## config.mk

```make
export PLATFORM = sky130hd
export DESIGN_NAME = instr_fetch
export DESIGN_NICKNAME = d
export VERILOG_FILES = /design/src/rtl/cpu_pkg.sv /design/src/rtl/fetch_fifo.sv /design/src/rtl/instr_fetch.sv
export SDC_FILE = /design/constraint.sdc
export NUM_CORES = 1
export LEC_CHECK = 0
export BUFFER_PORTS_ARGS = -buffer_cell sky130_fd_sc_hd__buf_2
export CORE_UTILIZATION = 25
export DETAILED_ROUTE_END_ITERATION = 10
export GPL_ROUTABILITY_DRIVEN = 0
export PLACE_DENSITY_LB_ADDON = 0.08
export SYNTH_ARGS = -nofsm -noshare
export SYNTH_HDL_FRONTEND = slang
export SYNTH_SLANG_ARGS = --single-unit
```

## constraint.sdc

```tcl
create_clock -name clk -period 4.5 [get_ports clk]
set_input_delay 0.45 -clock clk [delete_from_list [all_inputs] [get_ports clk]]
set_output_delay 0.45 -clock clk [all_outputs]
set_load 0.02 [all_outputs]
```

## src/rtl/cpu_pkg.sv

```systemverilog
// ---------------------------------------------------------------------------
// cpu_pkg
// Shared definitions for the CPU front end.
//   XLEN             - architectural register / address width
//   INSTR_BYTES      - bytes per instruction word (PC step)
//   RESET_PC_DEFAULT - default program counter loaded on reset
//   fetch_entry_t    - one prefetch FIFO slot: {pc, instr}
//   align_pc()       - forces a byte PC onto a word boundary
// ---------------------------------------------------------------------------
package cpu_pkg;

  localparam int XLEN        = 32;
  localparam int INSTR_BYTES = 4;

  localparam logic [XLEN-1:0] RESET_PC_DEFAULT = 32'h0000_0000;

  // One fetched instruction together with the byte address it came from.
  typedef struct packed {
    logic [XLEN-1:0] pc;
    logic [XLEN-1:0] instr;
  } fetch_entry_t;

  // Instructions are always word aligned, so the two low PC bits are
  // simply discarded whenever a new PC is loaded.
  function automatic logic [XLEN-1:0] align_pc(input logic [XLEN-1:0] pc);
    return {pc[XLEN-1:2], 2'b00};
  endfunction

endpackage

```

## src/rtl/fetch_fifo.sv

```systemverilog
// ---------------------------------------------------------------------------
// fetch_fifo
// Generic synchronous FIFO of fetch_entry_t used as the prefetch buffer.
// No bypass path: a pushed entry becomes visible at the head one cycle later.
// Ports:
//   clk        in   rising-edge clock
//   rst        in   asynchronous active-high clear
//   flush      in   synchronous clear; wins over push
//   push       in   write push_data at the tail (ignored if full and no pop)
//   push_data  in   entry to write
//   pop        in   discard the head entry (ignored if empty)
//   head_data  out  entry at the head (all zero while empty)
//   head_valid out  FIFO holds at least one entry
//   count      out  number of occupied entries
// ---------------------------------------------------------------------------
module fetch_fifo
  import cpu_pkg::*;
#(
  parameter int DEPTH = 2
) (
  input  logic                   clk,
  input  logic                   rst,
  input  logic                   flush,
  input  logic                   push,
  input  fetch_entry_t           push_data,
  input  logic                   pop,
  output fetch_entry_t           head_data,
  output logic                   head_valid,
  output logic [$clog2(DEPTH):0] count
);

  localparam int PTR_W = $clog2(DEPTH);
  localparam int CNT_W = PTR_W + 1;

  fetch_entry_t     mem_q [DEPTH];
  fetch_entry_t     mem_d [DEPTH];
  logic [PTR_W-1:0] rd_ptr_q, rd_ptr_d;
  logic [PTR_W-1:0] wr_ptr_q, wr_ptr_d;
  logic [CNT_W-1:0] count_q, count_d;

  logic empty;
  logic full;
  logic do_pop;
  logic do_push;

  assign empty = (count_q == '0);
  assign full  = (count_q == CNT_W'(DEPTH));

  // A pop frees the head slot in the same edge, so a full FIFO can still
  // accept a push when it is also being popped.
  assign do_pop  = pop & ~empty;
  assign do_push = push & (~full | do_pop);

  // Next-state for pointers, occupancy and storage. Flush empties the FIFO
  // by resetting the bookkeeping only; stale storage is masked at the head.
  always_comb begin
    mem_d    = mem_q;
    rd_ptr_d = rd_ptr_q;
    wr_ptr_d = wr_ptr_q;
    count_d  = count_q;

    if (flush) begin
      rd_ptr_d = '0;
      wr_ptr_d = '0;
      count_d  = '0;
    end else begin
      if (do_push) begin
        mem_d[wr_ptr_q] = push_data;
        wr_ptr_d        = wr_ptr_q + PTR_W'(1);
      end
      if (do_pop) begin
        rd_ptr_d = rd_ptr_q + PTR_W'(1);
      end
      case ({do_push, do_pop})
        2'b10:   count_d = count_q + CNT_W'(1);
        2'b01:   count_d = count_q - CNT_W'(1);
        default: count_d = count_q;
      endcase
    end
  end

  // State registers with asynchronous clear; storage is cleared too so the
  // head never exposes leftover data after reset.
  always_ff @(posedge clk or posedge rst) begin
    if (rst) begin
      for (int i = 0; i < DEPTH; i++) begin
        mem_q[i] <= '0;
      end
      rd_ptr_q <= '0;
      wr_ptr_q <= '0;
      count_q  <= '0;
    end else begin
      mem_q    <= mem_d;
      rd_ptr_q <= rd_ptr_d;
      wr_ptr_q <= wr_ptr_d;
      count_q  <= count_d;
    end
  end

  // Head is read straight from the registered storage and forced to zero
  // while empty, so it only ever changes on a clock edge or reset.
  assign head_valid = ~empty;
  assign head_data  = empty ? '0 : mem_q[rd_ptr_q];
  assign count      = count_q;

endmodule

```

## src/rtl/instr_fetch.sv

```systemverilog
// ---------------------------------------------------------------------------
// instr_fetch
// Instruction-fetch front end: owns the PC, drives the instruction memory
// address, captures the same-cycle instruction into a prefetch FIFO and
// hands {pc, instr} to decode over a valid/ready handshake.
// Ports:
//   clk            in   rising-edge clock
//   rst            in   asynchronous active-high reset
//   fetch_en       in   allow new fetches; PC holds when low
//   redirect_valid in   flush the FIFO and load redirect_pc this edge
//   redirect_pc    in   new byte PC (low two bits ignored)
//   imem_addr      out  word-aligned byte address to instruction memory
//   imem_instr     in   instruction at imem_addr, valid in the same cycle
//   if_valid       out  FIFO head holds a valid instruction
//   if_instr       out  instruction at the FIFO head
//   if_pc          out  byte PC of if_instr
//   id_ready       in   decode accepts the head when if_valid is high
//   fifo_count     out  occupied prefetch entries
// ---------------------------------------------------------------------------
module instr_fetch
  import cpu_pkg::*;
#(
  parameter logic [XLEN-1:0] RESET_PC   = RESET_PC_DEFAULT,
  parameter int              FIFO_DEPTH = 2
) (
  input  logic                        clk,
  input  logic                        rst,
  input  logic                        fetch_en,
  input  logic                        redirect_valid,
  input  logic [XLEN-1:0]             redirect_pc,
  output logic [XLEN-1:0]             imem_addr,
  input  logic [XLEN-1:0]             imem_instr,
  output logic                        if_valid,
  output logic [XLEN-1:0]             if_instr,
  output logic [XLEN-1:0]             if_pc,
  input  logic                        id_ready,
  output logic [$clog2(FIFO_DEPTH):0] fifo_count
);

  localparam int CNT_W = $clog2(FIFO_DEPTH) + 1;

  logic [XLEN-1:0]  pc_q, pc_d;
  logic             pop;
  logic             push;
  logic             has_room;
  fetch_entry_t     push_entry;
  fetch_entry_t     head_entry;
  logic             head_valid;
  logic [CNT_W-1:0] count;

  // Decode takes the head whenever it is ready and there is something to
  // take; this still counts as accepted even if a redirect happens now.
  assign pop = head_valid & id_ready;

  // Room exists if the FIFO is not full, or if the head leaves this edge.
  assign has_room = (count < CNT_W'(FIFO_DEPTH)) | pop;

  // Redirect suppresses the push: the instruction on the bus belongs to the
  // old path and must not land in the freshly flushed FIFO.
  assign push = fetch_en & ~redirect_valid & has_room;

  assign push_entry = '{pc: pc_q, instr: imem_instr};

  // PC next-state: redirect beats everything, otherwise advance by one word
  // on each accepted fetch (natural 32-bit wrap) and hold otherwise.
  always_comb begin
    pc_d = pc_q;
    if (redirect_valid) begin
      pc_d = align_pc(redirect_pc);
    end else if (push) begin
      pc_d = pc_q + XLEN'(INSTR_BYTES);
    end
  end

  always_ff @(posedge clk or posedge rst) begin
    if (rst) begin
      pc_q <= align_pc(RESET_PC);
    end else begin
      pc_q <= pc_d;
    end
  end

  fetch_fifo #(
    .DEPTH (FIFO_DEPTH)
  ) u_fifo (
    .clk        (clk),
    .rst        (rst),
    .flush      (redirect_valid),
    .push       (push),
    .push_data  (push_entry),
    .pop        (pop),
    .head_data  (head_entry),
    .head_valid (head_valid),
    .count      (count)
  );

  // No memory latency: the address is the PC register itself.
  assign imem_addr  = pc_q;
  assign if_valid   = head_valid;
  assign if_instr   = head_entry.instr;
  assign if_pc      = head_entry.pc;
  assign fifo_count = count;

endmodule

```

==> metrics.txt <==
H-Tree Depth=4; average vias per placed instance=4.62; final clock period utilization by the worst path=between 60% and 70%; required time of the critical path=4.05 ns; TritonCTS Buffers=17; worst setup skew after layout=0.00913 ns; horizontal die dimension=approximately 180 um; via count of the first global-routing pass=6036; arrival time reported for the critical path endpoint=2.42 ns; Top Ports=168; Max Transition Viols Final=0; number of max-capacitance violations reported=0; flop-to-flop setup slack=about 1.8 ns; area enclosed by the die boundary=approximately 31000 um^2; number of synthesized flops with an enable pin=0; floorplan row count=between 60 and 70; Post-CTS Setup Repair Bufs=0; final setup violating endpoints=0; worst skew pair latency=0.42 ns; RR Endpoint=u_fifo.mem_q[73]; Max-Slew Margin vs Limit=41.3%; total half-perimeter wirelength after legalization and detailed placement=between 10000 and 15000 um; first-pass GRT wire length=34200 um; buffer type at the clock tree root=clkbuf_16; Setup TNS=0 ns; Routed wire per std cell=about 18 um; fraction of final layout cells sized beyond drive strength 1=just over 40%; Worst Min Path Start=redirect_pc[6]; count of antenna-violating nets left after detailed routing=0; power density over the cells=about 470 nW/um^2; count of port buffers added during placement=around 160; netlist area before placement=roughly 7700 um^2; aggregate global-route resource usage=between 10% and 20%; maximum number of pins on one net before global-route repair=approximately 160; Avg Inst Size Synth=11.6 um^2; Reg2Reg Launch Point=u_fifo.count[1]; number of nets in the finished design=between 800 and 900; post-synthesis sequential element count=between 150 and 200; TritonCTS Sinks=approximately 160; final worst slack=1.63 ns; Final Routed Wirelength=roughly 22000 um; DRC=0; measured slew at the worst slew-check pin=~0.88 ns; CP Capture Type=output pin; DR vias=about 5600; predominant post-synthesis flop cell=dfrtp_1; fill cell count=around 3200; class of the most critical setup path=reg2out; Hold Worst Slack=0.245 ns; maximum root-to-sink buffer count=2; final cell utilization of the core=31.6%; Min-Delay Endpoint=imem_addr[6]; async set-or-reset flop fraction in the synthesized netlist=100%; fin crit period=~2.9 ns; status=finished, final reports clean; initial core utilization=25.6%; length in cells of the worst reg-to-reg path=5; IR Drop Worst-Case VDD=a little under 0.2 mV; router iterations before antenna repair=5; number of DRC violations after detailed-routing iteration 0=roughly 220; number of cells produced by synthesis=659; setup repair after global routing missed its margin=false; Post-Place Setup Slack=1.60 ns; CTS tree=yes; yosys warns=0; Crit Path Max Fanout=between 40 and 50; total congestion overflow=0; number of hold violations in the final report=0; distinct cell type count of the synthesized netlist=between 40 and 50; clock transition time at the flip-flop clock pins of the worst setup and hold paths=~0.070 ns; hold-critical path depth=3; worst hold path class=in2reg; Post-CTS Resized=0; height of the die=between 150 and 200 um; area growth from synthesis to final layout=23.3%; static leakage=slightly above 4 nW; timing-limited maximum frequency=~0.35 GHz; type of origin of the critical path=flop; cts-stage hold buffer count=0; number of antenna violations at the first check in global routing=3; Core Footprint=approximately 30000 um^2; post-synthesis sequential area ratio=51.5%
## power by group
| part | internal, W | total (W) | leakage (nW) | switching (W) |
|---|---|---|---|---|
| Sequential | 0.00178 | 0.00202 | 1.89 | 0.000234 |
| Clock | 0.000801 | 0.00146 | 0.290 | 0.000661 |
| Combinational | 0.000491 | 0.00100 | 1.98 | 0.000511 |
| Total | 0.00308 | 0.00448 | 4.15 | 0.00141 |
## worst max-delay path by stage
stage	depth (start not counted)	from	end	slack (ns)
final	4	u_fifo.count[1]	if_instr[15]	1.63
after detailed placement	6	id_ready	u_fifo.mem_q[98]	1.60
after CTS	4	u_fifo.count[1]	if_pc[4]	1.50
after global routing	4	u_fifo.count[1]	if_pc[4]	1.41
after global placement	6	id_ready	u_fifo.mem_q[72]	1.67
after floorplan	1	rst	imem_addr[10]	2.05
## cell families after synthesis
kind of cell    Yosys count  share of synthesized area (%)
simple gates            198                           12.6
mux                     184                           26.0
xor+xnor                 11                           1.26
flops                   158                           51.5
buf+inv                  50                           3.44
compound gates           56                           4.97
other cells               1                         0.0489
fa+ha+maj                 1                          0.163
## worst max-delay path, stage by stage (launching register included)
cell and delay [ns]:
dfrtp_1 0.48, nor2_4 0.59, buf_4 0.56, nor2_1 0.14, buf_2 0.19
## stage by stage
| step | total power (W) | cells | cell area, um^2 |
|---|---|---|---|
| after floorplan | 0.00273 | 662 | 7690 |
| after global placement | 0.00301 | 1180 | 8870 |
| after detailed placement | 0.00307 | 1180 | 8870 |
| after CTS | 0.00456 | 1212 | 9460 |
| after global routing | 0.00476 | 1212 | 9460 |
| final | 0.00448 | 1214 | 9460 |
## cells in the final DEF (no fill, tap or decap), drive strengths merged, types with 2 or more instances in the layout
cell type / n
buf: 171
dfrtp: 158
mux2: 121
nor2: 75
mux2i: 63
nand2: 40
o21ai: 18
nand3: 18
clkbuf: 18
nand4: 17
inv: 14
o31ai: 10
o311ai: 10
or4: 8
xor2: 7
and3: 7
nor2b: 6
a31oi: 6
a22oi: 5
nor4: 5
nor3: 5
and4: 4
xnor2: 4
or2: 4
conb: 4
clkinv: 4
and2: 3
diode: 2
nand2b: 2
clkinvlp: 2
and2b: 2
a311oi: 2
or3: 2
o211ai: 2
## state kept, by name, summed over array words and instances, names as in the netlist
register / cells
u_fifo.rd_ptr_q: 1
imem_addr: 30
u_fifo.count: 2
u_fifo.wr_ptr_q: 1
u_fifo.mem_q: 124
## per-layer routing
layer | vias up | wire length, um | share of wire (%) | GRT usage [%]
li1 | 2666 | - | - | -
met1 | 2777 | 9980 | 46 | 18.5
met2 | 153 | 10100 | 47 | 23.1
met3 | 13 | 1230 | 5.7 | 3.80
met4 | 2 | 255 | 1.2 | 4.53
met5 | - | 9 | 0.042 | 0
## synthesized netlist by cell type, types with 2 or more instances
| master | number | share of area [%] |
|---|---|---|
| o21ai_0 | 18 | 1.2 |
| buf_4 | 6 | 0.59 |
| and2b_1 | 2 | 0.20 |
| and4_1 | 4 | 0.46 |
| nor3_1 | 3 | 0.20 |
| and3_1 | 7 | 0.57 |
| and2_1 | 2 | 0.16 |
| or3_1 | 2 | 0.16 |
| or2_2 | 4 | 0.33 |
| dfrtp_1 | 158 | 52 |
| nor2b_1 | 6 | 0.49 |
| o31ai_1 | 10 | 0.98 |
| nand3_1 | 18 | 1.2 |
| o311ai_0 | 7 | 0.80 |
| buf_1 | 2 | 0.098 |
| nor2_1 | 75 | 3.7 |
| o211ai_1 | 2 | 0.20 |
| nand4_1 | 16 | 1.3 |
| clkbuf_1 | 17 | 0.83 |
| xor2_1 | 7 | 0.80 |
| buf_2 | 13 | 0.85 |
| nand2_1 | 40 | 2.0 |
| inv_1 | 7 | 0.34 |
| nor4_1 | 5 | 0.41 |
| xnor2_1 | 4 | 0.46 |
| or4_1 | 8 | 0.78 |
| mux2i_1 | 63 | 8.2 |
| a31oi_1 | 6 | 0.49 |
| a311oi_1 | 2 | 0.23 |
| nand2b_1 | 2 | 0.16 |
| o311ai_1 | 3 | 0.34 |
| buf_6 | 5 | 0.73 |
| mux2_2 | 121 | 18 |
| a22oi_1 | 5 | 0.49 |
## layout make-up
type,instances,area (um^2),share of cell area [%]
Sequential cell,158,3960,41.8
Multi-Input combinational cell,454,3470,36.7
Timing Repair Buffer,171,918,9.71
Tap cell,390,488,5.16
Clock buffer,18,439,4.64
Clock inverter,14,149,1.57
Inverter,7,30.0,0.317
Antenna cell,2,5.00,0.0529
Note: power is estimated with default switching activity, not from simulation.
